===== config.mk =====
export PLATFORM = sky130hd
export DESIGN_NAME = fetch_decode
export DESIGN_NICKNAME = d
export VERILOG_FILES = /design/src/rtl/fetch_decode_pkg.sv /design/src/rtl/chip8_op_decoder.sv /design/src/rtl/fetch_decode.sv
export SDC_FILE = /design/constraint.sdc
export NUM_CORES = 1
export LEC_CHECK = 0
export BUFFER_PORTS_ARGS = -buffer_cell sky130_fd_sc_hd__buf_2
export CAP_MARGIN = 30
export CORE_MARGIN = 2
export CORE_UTILIZATION = 51
export DETAILED_ROUTE_END_ITERATION = 10
export PLACE_DENSITY = 0.87
export SLEW_MARGIN = 20
export SYNTH_ARGS = -nofsm -noshare
export SYNTH_HDL_FRONTEND = slang
export SYNTH_SLANG_ARGS = --single-unit

===== constraint.sdc =====
create_clock -name clk -period 2.6 [get_ports clk]
set_input_delay 0.52 -clock clk [delete_from_list [all_inputs] [get_ports clk]]
set_output_delay 0.52 -clock clk [all_outputs]
set_load 0.03 [all_outputs]

===== src/rtl/fetch_decode_pkg.sv =====
// Shared CHIP-8 front-end definitions: operation codes, reset PC and FSM states.
// Code 31 is reserved and deliberately has no constant; the decoder never emits it.
package fetch_decode_pkg;

  localparam int unsigned ADDR_W_DEF   = 32'd12;
  localparam logic [11:0] PC_RESET_DEF = 12'h200;

  localparam logic [6:0] OP_ILLEGAL  = 7'd0;
  localparam logic [6:0] OP_CLS      = 7'd1;
  localparam logic [6:0] OP_RET      = 7'd2;
  localparam logic [6:0] OP_JP       = 7'd3;
  localparam logic [6:0] OP_CALL     = 7'd4;
  localparam logic [6:0] OP_SE_KK    = 7'd5;
  localparam logic [6:0] OP_SNE_KK   = 7'd6;
  localparam logic [6:0] OP_SE_XY    = 7'd7;
  localparam logic [6:0] OP_LD_KK    = 7'd8;
  localparam logic [6:0] OP_ADD_KK   = 7'd9;
  localparam logic [6:0] OP_ALU_BASE = 7'd10;
  localparam logic [6:0] OP_SHL      = 7'd18;
  localparam logic [6:0] OP_SNE_XY   = 7'd19;
  localparam logic [6:0] OP_LD_I     = 7'd20;
  localparam logic [6:0] OP_JP_V0    = 7'd21;
  localparam logic [6:0] OP_RND      = 7'd22;
  localparam logic [6:0] OP_DRW      = 7'd23;
  localparam logic [6:0] OP_SKP      = 7'd24;
  localparam logic [6:0] OP_SKNP     = 7'd25;
  localparam logic [6:0] OP_LD_VX_DT = 7'd26;
  localparam logic [6:0] OP_LD_VX_K  = 7'd27;
  localparam logic [6:0] OP_LD_DT    = 7'd28;
  localparam logic [6:0] OP_LD_ST    = 7'd29;
  localparam logic [6:0] OP_ADD_I    = 7'd30;
  localparam logic [6:0] OP_LD_F     = 7'd32;
  localparam logic [6:0] OP_LD_B     = 7'd33;
  localparam logic [6:0] OP_LD_MEM   = 7'd34;
  localparam logic [6:0] OP_LD_REG   = 7'd35;

  typedef enum logic [2:0] {
    ST_FETCH_HI,
    ST_FETCH_LO,
    ST_LATCH,
    ST_DECODE,
    ST_ISSUE
  } state_e;

  // 8xy0..8xy7 map onto consecutive codes starting at OP_ALU_BASE
  function automatic logic [6:0] alu_code(input logic [2:0] sel);
    return OP_ALU_BASE + {4'b0000, sel};
  endfunction

endpackage


===== src/rtl/chip8_op_decoder.sv =====
// Purely combinational CHIP-8 instruction decoder: 16-bit opcode to 7-bit
// operation code, with the illegal flag raised whenever the code is 0.
module chip8_op_decoder
  import fetch_decode_pkg::*;
(
  input  logic [15:0] instr,
  output logic [6:0]  code,
  output logic        illegal
);

  logic [3:0] op_s;
  logic [3:0] n_s;
  logic [7:0] kk_s;

  assign op_s = instr[15:12];
  assign n_s  = instr[3:0];
  assign kk_s = instr[7:0];

  // Map the opcode family and its sub-fields onto an operation code
  always_comb begin
    code = OP_ILLEGAL;
    case (op_s)
      4'h0: begin
        if (instr == 16'h00E0)      code = OP_CLS;
        else if (instr == 16'h00EE) code = OP_RET;
        else                        code = OP_ILLEGAL;
      end
      4'h1: code = OP_JP;
      4'h2: code = OP_CALL;
      4'h3: code = OP_SE_KK;
      4'h4: code = OP_SNE_KK;
      4'h5: begin
        if (n_s == 4'h0) code = OP_SE_XY;
        else             code = OP_ILLEGAL;
      end
      4'h6: code = OP_LD_KK;
      4'h7: code = OP_ADD_KK;
      4'h8: begin
        if (n_s[3] == 1'b0)   code = alu_code(n_s[2:0]);
        else if (n_s == 4'hE) code = OP_SHL;
        else                  code = OP_ILLEGAL;
      end
      4'h9: begin
        if (n_s == 4'h0) code = OP_SNE_XY;
        else             code = OP_ILLEGAL;
      end
      4'hA: code = OP_LD_I;
      4'hB: code = OP_JP_V0;
      4'hC: code = OP_RND;
      4'hD: code = OP_DRW;
      4'hE: begin
        case (kk_s)
          8'h9E:   code = OP_SKP;
          8'hA1:   code = OP_SKNP;
          default: code = OP_ILLEGAL;
        endcase
      end
      4'hF: begin
        case (kk_s)
          8'h07:   code = OP_LD_VX_DT;
          8'h0A:   code = OP_LD_VX_K;
          8'h15:   code = OP_LD_DT;
          8'h18:   code = OP_LD_ST;
          8'h1E:   code = OP_ADD_I;
          8'h29:   code = OP_LD_F;
          8'h33:   code = OP_LD_B;
          8'h55:   code = OP_LD_MEM;
          8'h65:   code = OP_LD_REG;
          default: code = OP_ILLEGAL;
        endcase
      end
      default: code = OP_ILLEGAL;
    endcase
    illegal = (code == OP_ILLEGAL);
  end

endmodule


===== src/rtl/fetch_decode.sv =====
// CHIP-8 fetch/decode front end: two-byte fetch, decode, register-file read,
// valid/done handshake with execute, and PC ownership.
module fetch_decode
  import fetch_decode_pkg::*;
#(
  parameter int unsigned          ADDR_W   = ADDR_W_DEF,
  parameter logic [ADDR_W-1:0]    PC_RESET = ADDR_W'(PC_RESET_DEF)
) (
  input  logic              clk,
  input  logic              rst,
  output logic              mem_rd,
  output logic [ADDR_W-1:0] mem_addr,
  input  logic [7:0]        mem_rdata,
  output logic [3:0]        rf_x_addr,
  output logic [3:0]        rf_y_addr,
  input  logic [7:0]        rf_x_data,
  input  logic [7:0]        rf_y_data,
  output logic              instr_valid,
  output logic [6:0]        decode,
  output logic [7:0]        val,
  output logic [3:0]        x,
  output logic [3:0]        y,
  output logic [7:0]        vx,
  output logic [7:0]        vy,
  output logic [11:0]       addr,
  output logic [ADDR_W-1:0] pc,
  output logic              ill_op,
  input  logic              exe_done,
  input  logic              pc_load,
  input  logic [11:0]       pc_target,
  input  logic              pc_skip
);

  state_e            state_r;
  logic [ADDR_W-1:0] pc_r;
  logic [ADDR_W-1:0] pc_next_s;
  logic [15:0]       instr_r;
  logic [6:0]        code_s;
  logic              illegal_s;
  logic              instr_valid_r;
  logic [6:0]        decode_r;
  logic [7:0]        val_r;
  logic [3:0]        x_r;
  logic [3:0]        y_r;
  logic [7:0]        vx_r;
  logic [7:0]        vy_r;
  logic [11:0]       addr_r;
  logic              ill_op_r;

  chip8_op_decoder u_dec (
    .instr   (instr_r),
    .code    (code_s),
    .illegal (illegal_s)
  );

  // Read strobe is gated by reset so an abandoned fetch drops the strobe at once
  assign mem_rd    = rst & ((state_r == ST_FETCH_HI) | (state_r == ST_FETCH_LO));
  assign mem_addr  = (state_r == ST_FETCH_LO) ? (pc_r + ADDR_W'(1'b1)) : pc_r;
  assign rf_x_addr = instr_r[11:8];
  assign rf_y_addr = instr_r[7:4];

  // Next PC after retirement: load beats skip, all arithmetic wraps
  always_comb begin
    if (pc_load)      pc_next_s = ADDR_W'(pc_target);
    else if (pc_skip) pc_next_s = pc_r + ADDR_W'(3'd4);
    else              pc_next_s = pc_r + ADDR_W'(2'd2);
  end

  // Fetch/decode/issue sequencer with PC and registered operand outputs
  always_ff @(posedge clk or negedge rst) begin
    if (!rst) begin
      state_r       <= ST_FETCH_HI;
      pc_r          <= PC_RESET;
      instr_r       <= 16'h0000;
      instr_valid_r <= 1'b0;
      decode_r      <= 7'd0;
      val_r         <= 8'h00;
      x_r           <= 4'h0;
      y_r           <= 4'h0;
      vx_r          <= 8'h00;
      vy_r          <= 8'h00;
      addr_r        <= 12'h000;
      ill_op_r      <= 1'b0;
    end else begin
      case (state_r)
        ST_FETCH_HI: state_r <= ST_FETCH_LO;
        ST_FETCH_LO: begin
          instr_r[15:8] <= mem_rdata;
          state_r       <= ST_LATCH;
        end
        ST_LATCH: begin
          instr_r[7:0] <= mem_rdata;
          state_r      <= ST_DECODE;
        end
        ST_DECODE: begin
          decode_r      <= code_s;
          ill_op_r      <= illegal_s;
          val_r         <= instr_r[7:0];
          x_r           <= instr_r[11:8];
          y_r           <= instr_r[7:4];
          addr_r        <= instr_r[11:0];
          vx_r          <= rf_x_data;
          vy_r          <= rf_y_data;
          instr_valid_r <= 1'b1;
          state_r       <= ST_ISSUE;
        end
        ST_ISSUE: begin
          if (exe_done) begin
            instr_valid_r <= 1'b0;
            pc_r          <= pc_next_s;
            state_r       <= ST_FETCH_HI;
          end
        end
        default: begin
          instr_valid_r <= 1'b0;
          state_r       <= ST_FETCH_HI;
        end
      endcase
    end
  end

  assign instr_valid = instr_valid_r;
  assign decode      = decode_r;
  assign val         = val_r;
  assign x           = x_r;
  assign y           = y_r;
  assign vx          = vx_r;
  assign vy          = vy_r;
  assign addr        = addr_r;
  assign pc          = pc_r;
  assign ill_op      = ill_op_r;

endmodule

Word level (Yosys, flattened, before mapping)
Cells that the tools add are included.
{"block": "totals", "latch_bits": 0, "mem_count": 0, "regBits": 84, "inputBits": 41, "romBits": 0, "mem_bits_rw": 0}
{"block": "classes", "n_shift": 0, "n_eq_ne": 34, "n_bitwise": 3, "reduce_logical": 7, "n_lt_le_gt_ge": 0, "n_mul": 0, "mux": 16, "add_sub_neg": 4, "div_mod_pow": 0}
{"operator": "$pmux 7 s16", "count": 1}
{"operator": "$pmux 6 s9", "count": 1}
{"operator": "$eq 4x4->1 const B", "count": 9}
{"operator": "$mux 12", "count": 3}
{"operator": "$eq 16x8->1 const B", "count": 2}
{"operator": "$eq 8x5->1 const B", "count": 3}
{"operator": "$eq 4x3->1 const B", "count": 4}
{"operator": "$eq 8x6->1 const B", "count": 2}
{"operator": "$eq 8x7->1 const B", "count": 2}
{"operator": "$eq 8x8->1 const B", "count": 2}
{"operator": "$pmux 3 s5", "count": 1}
{"operator": "$mux 7", "count": 2}
{"operator": "$add 12x1->12 const B", "count": 1}
{"operator": "$add 12x2->12 const B", "count": 1}
{"operator": "$add 12x3->12 const B", "count": 1}
{"operator": "$mux 5", "count": 2}
{"operator": "$pmux 5 s2", "count": 1}
{"operator": "$eq 4x2->1 const B", "count": 2}
{"operator": "$eq 8x3->1 const B", "count": 1}
{"operator": "$eq 8x4->1 const B", "count": 1}
{"operator": "$logic_not 4->1", "count": 2}
{"operator": "$logic_not 7->1", "count": 1}
{"operator": "$eq 3x2->1 const B", "count": 2}
{"operator": "$mux 3", "count": 2}
{"operator": "other kinds (14)", "count": 15}

Depth between registers and ports, before layout
Gate-level depths: netlist of run 1.
{"block": "logic_depth", "ltp_word": 5, "depth_mapped": 8, "ltp_nobuf": 7}

By module
From an unflattened synthesis of run 1, not the netlist that was laid out.
{"block": "hier_totals", "hier_cells": 372, "area_unflattened_um2": 3928.8}
{"module": "fetch_decode", "instances": 1, "seq_area_each_um2": 1702.9, "area_each_um2": 3326.9, "cells_each": 278}
{"module": "chip8_op_decoder", "instances": 1, "seq_area_each_um2": 0.0, "area_each_um2": 601.8, "cells_each": 94}

Worst setup path after synthesis of run 1
No wires, ideal clock.
{"block": "synth_path", "kind": "register to output", "start": "register pc_r[3], in the netlist pc[3]", "end": "output port mem_addr[10]", "slack_ns": 0.202, "path_buffers": 0, "stages_incl_launch_ff": 6, "required_ns": 2.080, "arrival_ns": 1.878, "path_cell_list": "dfrtp_1 -> ha_1 -> and3_1 -> nand3_1 -> nor3_1 -> xor2_1"}
{"block": "synth_via", "elab_chain_len": 2}
{"element": "start: declaration", "line": "fetch_decode.sv:35", "source": "logic [ADDR_W-1:0] pc_r;"}
{"element": "start signal: assignment", "line": "fetch_decode.sv:110", "source": "pc_r <= pc_next_s;"}
{"element": "$add 12x1->12", "line": "fetch_decode.sv:58", "source": "assign mem_addr = (state_r == ST_FETCH_LO) ? (pc_r + ADDR_W'(1'b1)) : pc_r;"}
{"element": "$mux 12", "line": "fetch_decode.sv:58"}
{"element": "end: declaration", "line": "fetch_decode.sv:12", "source": "output logic [ADDR_W-1:0] mem_addr,"}
No other way between the ends.

Worst setup path after layout of run 1
{"block": "layout_path", "start": "register state_r[1]", "end": "output port mem_addr[7]"}
{"block": "layout_via", "elab_chain_len": 2}
{"element": "start: declaration", "line": "fetch_decode.sv:34", "source": "state_e state_r;"}
{"element": "start signal: assignment", "line": "fetch_decode.sv:72", "source": "state_r <= ST_FETCH_HI;"}
{"element": "start signal: assignment", "line": "fetch_decode.sv:86", "source": "ST_FETCH_HI: state_r <= ST_FETCH_LO;"}
{"element": "start signal: assignment", "line": "fetch_decode.sv:89", "source": "state_r <= ST_LATCH;"}
{"element": "$eq 3x1->1", "line": "fetch_decode.sv:58"}
{"element": "$mux 12", "line": "fetch_decode.sv:58"}
No other way between the ends.

==> out/results.tsv, run 1 <==
metric	value	unit
syn_area	3770	sq um
peakVddDrop	0.000791	V
crit_start	state_r[1]$_DFFE_PN0P_	
antenna_found_initial	0	
crit_path_end_kind	output pin	
hpwlAfterDp	6510	um
cts_tree	done	
die_h	90.0	um
crit_type	register to output pin	
ys_seq_elements	67	
cts.hold.buffers_added	0	
wl	9190	um
crit_buf_inv	2	
synth_fp_nets	471	
setup_ws	0.0865	ns
grt_pass1_wl	14800	um
worstPathArrival	1.99	ns
hold_viol	0	
track_usage	0.227	
n_antenna_cell	0	
syn_inst	426	
pin_count	127	
synth_flop_cell	dfrtp_1	
drc	0	
crit_chain	nor3b_4 > nand3_2 > nor2_2 > buf_4 > xor2_1 > buf_2	
final_common_cell	buf_2	
relSlewSlack	0.438	
cp-endpoint	mem_addr[7]	
power	6.81	mW
tns	0	ns
p_leak	2.25	nW
layout_common_cells	buf_2, nand2_1, dfrtp_1	
grt-ovfl-total	0	
cts_max_level	3	
io_buffers	125	
area_growth	20.0	%
final.min_clock_period	2.51	ns
cp_data_required_time	2.08	ns
drt_iter0_drc	258	
worstHoldPathType	primary input to register	
antenna_left	0	
reg2reg_to	ill_op$_DFFE_PN0P_	
path_depth	6	
slowest_stage	dfrtp_1	
synthArstFlopShare	1.00	
finalNetCount	560	
max_freq	398	MHz
slowest_delay	0.48	ns
crit_path_max_fanout	8	
cts_num_sinks	67	
slew_violations	0	
place_ws	0.336	ns
cts_buffers	9	
core-area	7210	sq um
initial_core_util	0.523	
cts_buffer_depth	2	
gp_congestion	0.892	
die_width	90.0	um
num_rows	31	
vias_per_cell	5.47	
rr_startpoint	instr_r[1]$_DFFE_PN0P_	
drtPass1Iterations	6	
yosys_warnings	0	
first_global_vias	2993	
hold_slack	0.343	ns
wire_per_inst	14.8	um
grt_max_degree	68	
clock_latency	0.36	ns
p_per_area	1510	nW/um^2
period_share	0.967	
die-area	8100	sq um
synth_edf_count	0	
cap_violations	0	
finClkSkew	0.00985	ns
root_buffer	clkbuf_8	
syn_avg_cell_area	8.85	sq um
ys_types	56	
setup_viol	0	
yosysSeqAreaShare	0.445	
outcome	finished clean	
r2r_slack	0.47	ns
worst_r2r_path_depth	6	
cp-start-kind	register	
worstMarginPinSlew	0.844	ns
path_clk_slew	0.08	ns
vias	3385	
drive_gt1_frac	0.338	
critPathTopFamily	simple AND/OR/NAND/NOR gates	
-- cell usage after synthesis (4+ instances only) --
master    number  share of area
mux2_2        18          0.054
a211oi_1       4         0.0080
nor3_1         4         0.0053
xor2_1         7          0.016
or4b_1         6          0.016
buf_4         26          0.052
buf_2          5         0.0066
ha_1           4          0.013
xnor2_1        8          0.019
nor4_1         8          0.013
nor2_1        23          0.023
o21ai_0       31          0.041
nand3_1        9          0.012
clkbuf_1      19          0.019
inv_1          4         0.0040
nand2_1      107           0.11
dfrtp_1       66           0.44
a21oi_1       19          0.025
nand4_1        4         0.0066
-- timing repair --
item,CTS,global route
gates cloned,0,0
hold endpoints to repair,0,0
buffers inserted,0,1
endpoints found under the setup margin,2,4
gates resized for setup,2,4
pin swaps,0,2
-- stage by stage --
step            util  cell area, sq um  cells
6_report       0.627              4520    619
5_1_grt        0.627              4520    619
4_1_cts        0.624              4500    618
3_5_place_dp   0.589              4250    602
3_3_place_gp   0.589              4250    602
2_1_floorplan      -              3770    426
-- state kept, by name, summed over array words and instances (netlist names) --
register     count
x                4
ill_op           1
val              7
instr_valid      1
instr_r         16
addr             1
decode           6
state_r          3
pc              12
vx               8
vy               8
-- worst reg2reg max path: cells and delay by family, from the launching register on --
kind / cells / cell delay, ns
AO/OA/AOI/OAI: 3 / 0.47
flip-flops: 1 / 0.52
AND/OR/NAND/NOR: 3 / 1.02
-- routing by layer --
metal | wire length (um) | track usage
met5 | 0 | 0
met4 | 144 | 0.0936
met3 | 594 | 0.0360
met2 | 4380 | 0.367
met1 | 4070 | 0.308
-- worst min-delay path by stage --
stage | startpoint | to | cells after the start
2_1_floorplan | rst | addr[7]$_DFFE_PN0P_ | 0
6_report | rf_y_data[0] | vy[0]$_DFFE_PN0P_ | 3
5_1_grt | rf_x_data[7] | vx[7]$_DFFE_PN0P_ | 3
3_3_place_gp | vy[3]$_DFFE_PN0P_ | vy[3]$_DFFE_PN0P_ | 2
4_1_cts | rf_x_data[5] | vx[5]$_DFFE_PN0P_ | 3
3_5_place_dp | vx[0]$_DFFE_PN0P_ | vx[0]$_DFFE_PN0P_ | 2
-- layout make-up --
class | instances | area [sq um]
clock buffer | 9 | 124
tap | 99 | 124
sequential | 67 | 1680
timing repair buffer | 131 | 671
multi-input combinational | 302 | 1790
fill | 636 | 2690
inverter | 4 | 15.0
clock inverter | 7 | 125
-- report_power, final --
| part | total (mW) | internal [mW] | switching (mW) | leakage [nW] |
|---|---|---|---|---|
| combinational | 3.51 | 1.18 | 2.33 | 1.30 |
| sequential | 2.22 | 1.54 | 0.682 | 0.825 |
| clock | 1.08 | 0.645 | 0.438 | 0.124 |
-- cells by family after synthesis --
family,Yosys count,share of synthesized area
fa+ha+maj,4,0.0133
buf+inv,57,0.0863
simple gates,190,0.248
xor+xnor,15,0.0349
other cells,1,0.000995
mux,21,0.0617
compound gates,71,0.110
flops,67,0.445
Note: power is estimated with default switching activity, not from simulation.
==> run 2: changes to the inputs <==
--- a/config.mk
+++ b/config.mk
@@ -8,9 +8,10 @@
 export BUFFER_PORTS_ARGS = -buffer_cell sky130_fd_sc_hd__buf_2
 export CAP_MARGIN = 30
 export CORE_MARGIN = 2
-export CORE_UTILIZATION = 51
+export CORE_UTILIZATION = 46
 export DETAILED_ROUTE_END_ITERATION = 10
-export PLACE_DENSITY = 0.87
+export PLACE_DENSITY = 0.83
+export REMOVE_ABC_BUFFERS = 1
 export SLEW_MARGIN = 20
 export SYNTH_ARGS = -nofsm -noshare
 export SYNTH_HDL_FRONTEND = slang
==> constraint.sdc (replaced) <==
create_clock -name clk -period 2.1 [get_ports clk]
set_input_delay 0.42 -clock clk [delete_from_list [all_inputs] [get_ports clk]]
set_output_delay 0.42 -clock clk [all_outputs]
set_load 0.03 [all_outputs]
==> out/results.tsv, run 2 (synthesis gave the netlist of run 1 again) <==
metric	value	unit	change
outcome	finished with violations		was finished clean
violations	setup timing		
die_h	94.5	um	was 90.0 um
grt-ovfl-total	0		unchanged
gp_congestion	0.992		was 0.892
peakVddDrop	0.00109	V	was 0.000791 V
cts_buffers	9		unchanged
switchingPower	4.42	mW	was 3.45 mW
power	8.82	mW	was 6.81 mW
worst_r2r_path_depth	7		was 6
path_clk_slew	0.07	ns	was 0.08 ns
drc	0		unchanged
cts_buffer_depth	2		unchanged
largest_reg_flops	16		unchanged
first_global_vias	3248		was 2,993
drtPass1Iterations	5		was 6
n_antenna_cell	0		unchanged
drive_gt1_frac	0.386		was 0.338
hpwlAfterDp	7120	um	was 6510 um
vias_per_cell	5.42		was 5.47
power_frac_seq	0.296		was 0.326
initial_core_util	0.466		was 0.523
dp.cells	628		was 602
p_int	4.39	mW	was 3.36 mW
hold_depth	3		unchanged
clkPwrFrac	0.121		was 0.159
cts.hold.buffers_added	0		unchanged
worstPathArrival	1.90	ns	was 1.99 ns
antenna_left	0		unchanged
drt_iter0_drc	243		was 258
vias	3528		was 3,385
cts_max_level	3		unchanged
top_register	instr_r		unchanged
worstMarginPinSlew	0.831	ns	was 0.844 ns
max_freq	432	MHz	
finClkSkew	0.0149	ns	was 0.00985 ns
cp_data_required_time	1.68	ns	was 2.08 ns
cap_violations	0		unchanged
final_common_cell	buf_2		unchanged
setup_viol	11		was 0
wl	9980	um	was 9190 um
final_util	0.595		was 0.627
grt_pass1_wl	15400	um	was 14,800 um
antenna_found_initial	0		unchanged
tns	-1.14	ns	was 0 ns
relSlewSlack	0.446		was 0.438
finalNetCount	586		was 560
crit_path_max_fanout	4		was 8
layout_common_cells	buf_2, nand2_1, dfrtp_1		unchanged
final.min_clock_period	2.32	ns	
root_buffer	clkbuf_8		unchanged
cts_num_sinks	67		unchanged
core-area	8090	sq um	was 7210 sq um
die-area	8940	sq um	was 8100 sq um
p_leak	2.38	nW	was 2.25 nW
pin_count	127		unchanged
clock_latency	0.34	ns	was 0.36 ns
stdcell_count	651		was 619
area_growth	27.8	%	was 20.0%
setup_ws	-0.216	ns	was 0.0865 ns
place_ws	0.0347	ns	was 0.336 ns
p_per_area	1830	nW/um^2	was 1510 nW/um^2
worstHoldPathType	primary input to register		unchanged
cp-start-kind	register		unchanged
slew_violations	0		unchanged
cts_tree	done		unchanged
wire_per_inst	15.3	um	was 14.8 um
num_rows	33		was 31
die_width	94.5	um	was 90.0 um
track_usage	0.220		was 0.227
io_buffers	125		unchanged
hold_viol	0		unchanged
crit_path_end_kind	output pin		unchanged
grt_max_degree	68		unchanged
crit_type	register to output pin		unchanged
pwr-share-comb	0.583		was 0.515
period_share	1.10		
nFillCells	706		was 636
rsz0062_at_grt	true		
switching_share	0.502		was 0.507
==> run 2: power by group through the flow <==
stage	registers [mW]	clock network [mW]	logic, mW
after floorplan	3.84	0	1.81
after detailed placement	2.58	0	4.81
final	2.61	1.07	5.14
after global routing	2.70	1.16	5.54
after CTS	2.58	1.09	5.00
after global placement	2.53	0	4.72
==> run 2: area by class of cell <==
cell class	instances	area (sq um)	share of cell area
multi-input combinational	302	1890	0.392
sequential	67	1680	0.349
timing repair buffer	157	907	0.188
clock buffer	14	163	0.0338
tap	105	131	0.0273
clock inverter	2	35.0	0.00727
inverter	4	15.0	0.00312
==> run 2: worst paths after layout <==
path,to,start,slack (ns)
max in group asynchronous,instr_r[4]$_DFFE_PN0P_,rst,1.21
worst max-delay path,mem_addr[10],state_r[2]$_DFFE_PN0P_,-0.22
worst max register to register,ill_op$_DFFE_PN0P_,instr_r[1]$_DFFE_PN0P_,0.06
worst min register to register,vx[1]$_DFFE_PN0P_,vx[1]$_DFFE_PN0P_,0.47
min in group asynchronous,addr[7]$_DFFE_PN0P_,rst,0.31
worst min-delay path,vx[2]$_DFFE_PN0P_,rf_x_data[2],0.28
==> run 2: critical path: stages, from the launching register on <==
cell and delay (ns):
dfrtp_1 0.41, nor3b_4 0.30, buf_4 0.20, nand2_8 0.08, nor3_4 0.19, xor2_1 0.19, buf_4 0.19
==> run 2: timing repair <==
item | in CTS | in global routing
resized for setup | 27 | 18
endpoints found under the setup margin | 11 | 14
buffers inserted | 5 | 3
pin swaps | 8 | 5
==> run 2: per-stage QoR <==
step,hold WS (ns),area (sq um)
floorplan,0.124,3460
global placement,0.452,4400
detailed placement,0.457,4400
CTS,0.267,4730
global route,0.264,4820
finish,0.275,4820
==> run 2: routing by layer <==
layer	routed length (um)	global-route usage	vias to the layer above	part of all wire
li1	-	-	1679	-
met1	4360	0.296	1654	0.44
met2	4680	0.349	165	0.47
met3	604	0.0343	30	0.061
met4	335	0.106	0	0.034
met5	0	0	-	0
==> run 3: changes to the inputs <==
--- a/config.mk
+++ b/config.mk
@@ -5,11 +5,14 @@
 export SDC_FILE = /design/constraint.sdc
 export NUM_CORES = 1
 export LEC_CHECK = 0
+export ABC_AREA = 1
 export BUFFER_PORTS_ARGS = -buffer_cell sky130_fd_sc_hd__buf_2
 export CAP_MARGIN = 30
 export CORE_MARGIN = 2
 export CORE_UTILIZATION = 46
+export CTS_BUF_LIST = sky130_fd_sc_hd__clkbuf_4 sky130_fd_sc_hd__clkbuf_8 sky130_fd_sc_hd__clkbuf_16
 export DETAILED_ROUTE_END_ITERATION = 10
+export HOLD_SLACK_MARGIN = 0.15
 export PLACE_DENSITY = 0.83
 export REMOVE_ABC_BUFFERS = 1
 export SLEW_MARGIN = 20
==> out/results.tsv, run 3 <==
metric	value	unit	change
synth_flop_cell	dfrtp_1		unchanged
synth_edf_count	0		unchanged
cts_num_sinks	67		unchanged
setup_ws	-0.109	ns	was -0.216 ns
ys_types	33		was 56
drc	0		unchanged
cts_buffer_depth	2		unchanged
cp-start-kind	register		unchanged
pin_count	127		unchanged
crit_start	state_r[2]$_DFFE_PN0P_		unchanged
gp_congestion	0.901		was 0.992
wire_per_inst	14.0	um	was 15.3 um
worstHoldPathType	primary input to register		unchanged
crit_type	register to output pin		unchanged
p_per_area	1880	nW/um^2	was 1830 nW/um^2
antenna_found_initial	0		unchanged
drive_gt1_frac	0.326		was 0.386
die_width	94.9	um	was 94.5 um
final.min_clock_period	2.21	ns	was 2.32 ns
slew_violations	0		unchanged
violations	setup timing		unchanged
first_global_vias	3656		was 3,248
yosysSeqAreaShare	0.441		was 0.445
setup_viol	9		was 11
grt_pass1_wl	16800	um	was 15,400 um
die-area	9010	sq um	was 8940 sq um
grt_max_degree	68		unchanged
drtPass1Iterations	5		unchanged
p_leak	2.65	nW	was 2.38 nW
core-area	8090	sq um	unchanged
area_growth	30.0	%	was 27.8%
drt_iter0_drc	259		was 243
final_common_cell	nand2_1		was buf_2
fin_area	4940	sq um	was 4820 sq um
top_register	instr_r		unchanged
cts_max_level	3		unchanged
largest_reg_flops	16		unchanged
worst_hold_startpoint	rf_x_data[6]		was rf_x_data[2]
cts_buffers	9		unchanged
die_h	94.9	um	was 94.5 um
cts.hold.buffers_added	0		unchanged
crit_path_end_kind	output pin		unchanged
synth_top_area_cell	dfrtp_1		unchanged
switchingPower	4.93	mW	was 4.42 mW
root_buffer	clkbuf_8		unchanged
grt-ovfl-total	0		unchanged
switching_share	0.531		was 0.502
n_antenna_cell	0		unchanged
syn_avg_cell_area	7.33	sq um	was 8.85 sq um
hpwlAfterDp	7800	um	was 7120 um
power	9.27	mW	was 8.82 mW
yosys_warnings	0		unchanged
ys_seq_elements	67		unchanged
num_rows	33		unchanged
antenna_left	0		unchanged
placed_area	4400	sq um	about the same
syn_area	3800	sq um	was 3770 sq um
synth.top_cell.area_share	0.434		was 0.438
rsz0062_at_grt	true		unchanged
max_freq	453	MHz	was 432 MHz
worstPathArrival	1.79	ns	was 1.90 ns
hold_viol	0		unchanged
cts_tree	done		unchanged
track_usage	0.239		was 0.220
layout_common_cells	nand2_1, buf_2, dfrtp_1		was buf_2, nand2_1, dfrtp_1
vias_per_cell	5.10		was 5.42
path_clk_slew	0.07	ns	about the same
period_share	1.05		was 1.10
initial_core_util	0.470		was 0.466
synth_area_leaders	dfrtp_1, nand2_1, nor2_1		was dfrtp_1, nand2_1, mux2_2
relSlewSlack	0.452		was 0.446
io_buffers	125		unchanged
stdcell_count	759		was 651
p_int	4.35	mW	was 4.39 mW
synthArstFlopShare	1.00		unchanged
syn_inst	519		was 426
power_frac_seq	0.265		was 0.296
pwr-share-comb	0.623		was 0.583
peakVddDrop	0.00132	V	was 0.00109 V
vias	3870		was 3,528
synth.most_common_cell	nand2_1		unchanged
finalNetCount	694		was 586
dp.cells	722		was 628
cp_data_required_time	1.68	ns	about the same
cap_violations	0		unchanged
clock_latency	0.34	ns	about the same
yosys-top-cells-count	nand2_1, dfrtp_1, nor2_1, o21ai_0, inv_1		was nand2_1, dfrtp_1, o21ai_0, buf_4, nor2_1
clkPwrFrac	0.112		was 0.121
outcome	finished with violations		unchanged
wl	10700	um	was 9980 um
rr_startpoint	pc[2]$_DFFE_PN0P_		was instr_r[1]$_DFFE_PN0P_
finClkSkew	0.00930	ns	was 0.0149 ns
crit_path_max_fanout	2		was 4
worstMarginPinSlew	0.821	ns	was 0.831 ns
run 3: metal layers:
metal | GRT usage | share of wire | up-vias
met3 | 0.0543 | 0.076 | 25
met1 | 0.277 | 0.41 | 1786
met2 | 0.430 | 0.49 | 172
met4 | 0.0882 | 0.023 | 0
li1 | - | - | 1887
met5 | 0 | 0 | -
run 3: kinds of logic after synthesis:
logic type / after synthesis / synth area share
AND/OR/NAND/NOR: 281 / 0.309
buffers and inverters: 86 / 0.112
flip-flops: 67 / 0.441
XOR/XNOR: 13 / 0.0299
other: 1 / 0.000986
adder cells (fa/ha/maj): 4 / 0.0132
AO/OA/AOI/OAI: 67 / 0.0941
run 3: worst paths after layout:
| kind | cells past startpoint | end | slack, ns |
|---|---|---|---|
| min in group asynchronous | 2 | addr[7]$_DFFE_PN0P_ | 0.34 |
| worst min-delay path | 3 | vx[6]$_DFFE_PN0P_ | 0.27 |
| worst max-delay path | 8 | mem_addr[11] | -0.11 |
| worst max register to register | 13 | pc[9]$_DFFE_PN1P_ | 0.23 |
| worst min register to register | 2 | vy[2]$_DFFE_PN0P_ | 0.47 |
| max in group asynchronous | 2 | state_r[1]$_DFFE_PN0P_ | 1.17 |
run 3: power by group through the flow:
stage                     Combinational, mW  Clock, mW  Sequential, mW
after floorplan                        2.15          0            3.73
after global placement                 5.02          0            2.42
after detailed placement               5.08          0            2.45
after CTS                              5.54       1.08            2.43
after global routing                   6.29       1.14            2.54
final                                  5.77       1.04            2.46
run 3: final cells by class:
class | instances | area, sq um
clock buffer | 9 | 124
clock inverter | 7 | 68.8
fill | 742 | 3150
inverter | 48 | 183
multi-input combinational | 366 | 1830
sequential | 67 | 1680
tap | 105 | 131
timing repair buffer | 157 | 922
run 3: worst max-delay path, cell delays in order, from the launching register on:
cell and delay, ns:
dfrtp_1 0.41, nor3_4 0.24, inv_2 0.08, nor2_4 0.09, nand2_2 0.09, nor2_4 0.15, nand2_2 0.07, xor2_1 0.14
buf_4 0.18
run 3: metrics by stage:
stage / utilization / hold WS [ns] / setup WS, ns / TNS, ns
after floorplan: - / 0.124 / -0.474 / -2.27
after global placement: 0.543 / 0.449 / 0.143 / 0
after detailed placement: 0.543 / 0.457 / 0.0954 / 0
after CTS: 0.596 / 0.265 / -0.0510 / -0.193
after global routing: 0.611 / 0.264 / -0.198 / -1.50
final: 0.611 / 0.275 / -0.109 / -0.580
run 3: timing repair:
item	in CTS	in global routing
endpoints found under the setup margin	9	12
pin swaps	8	4
setup buffers	16	5
gates resized for setup	34	21
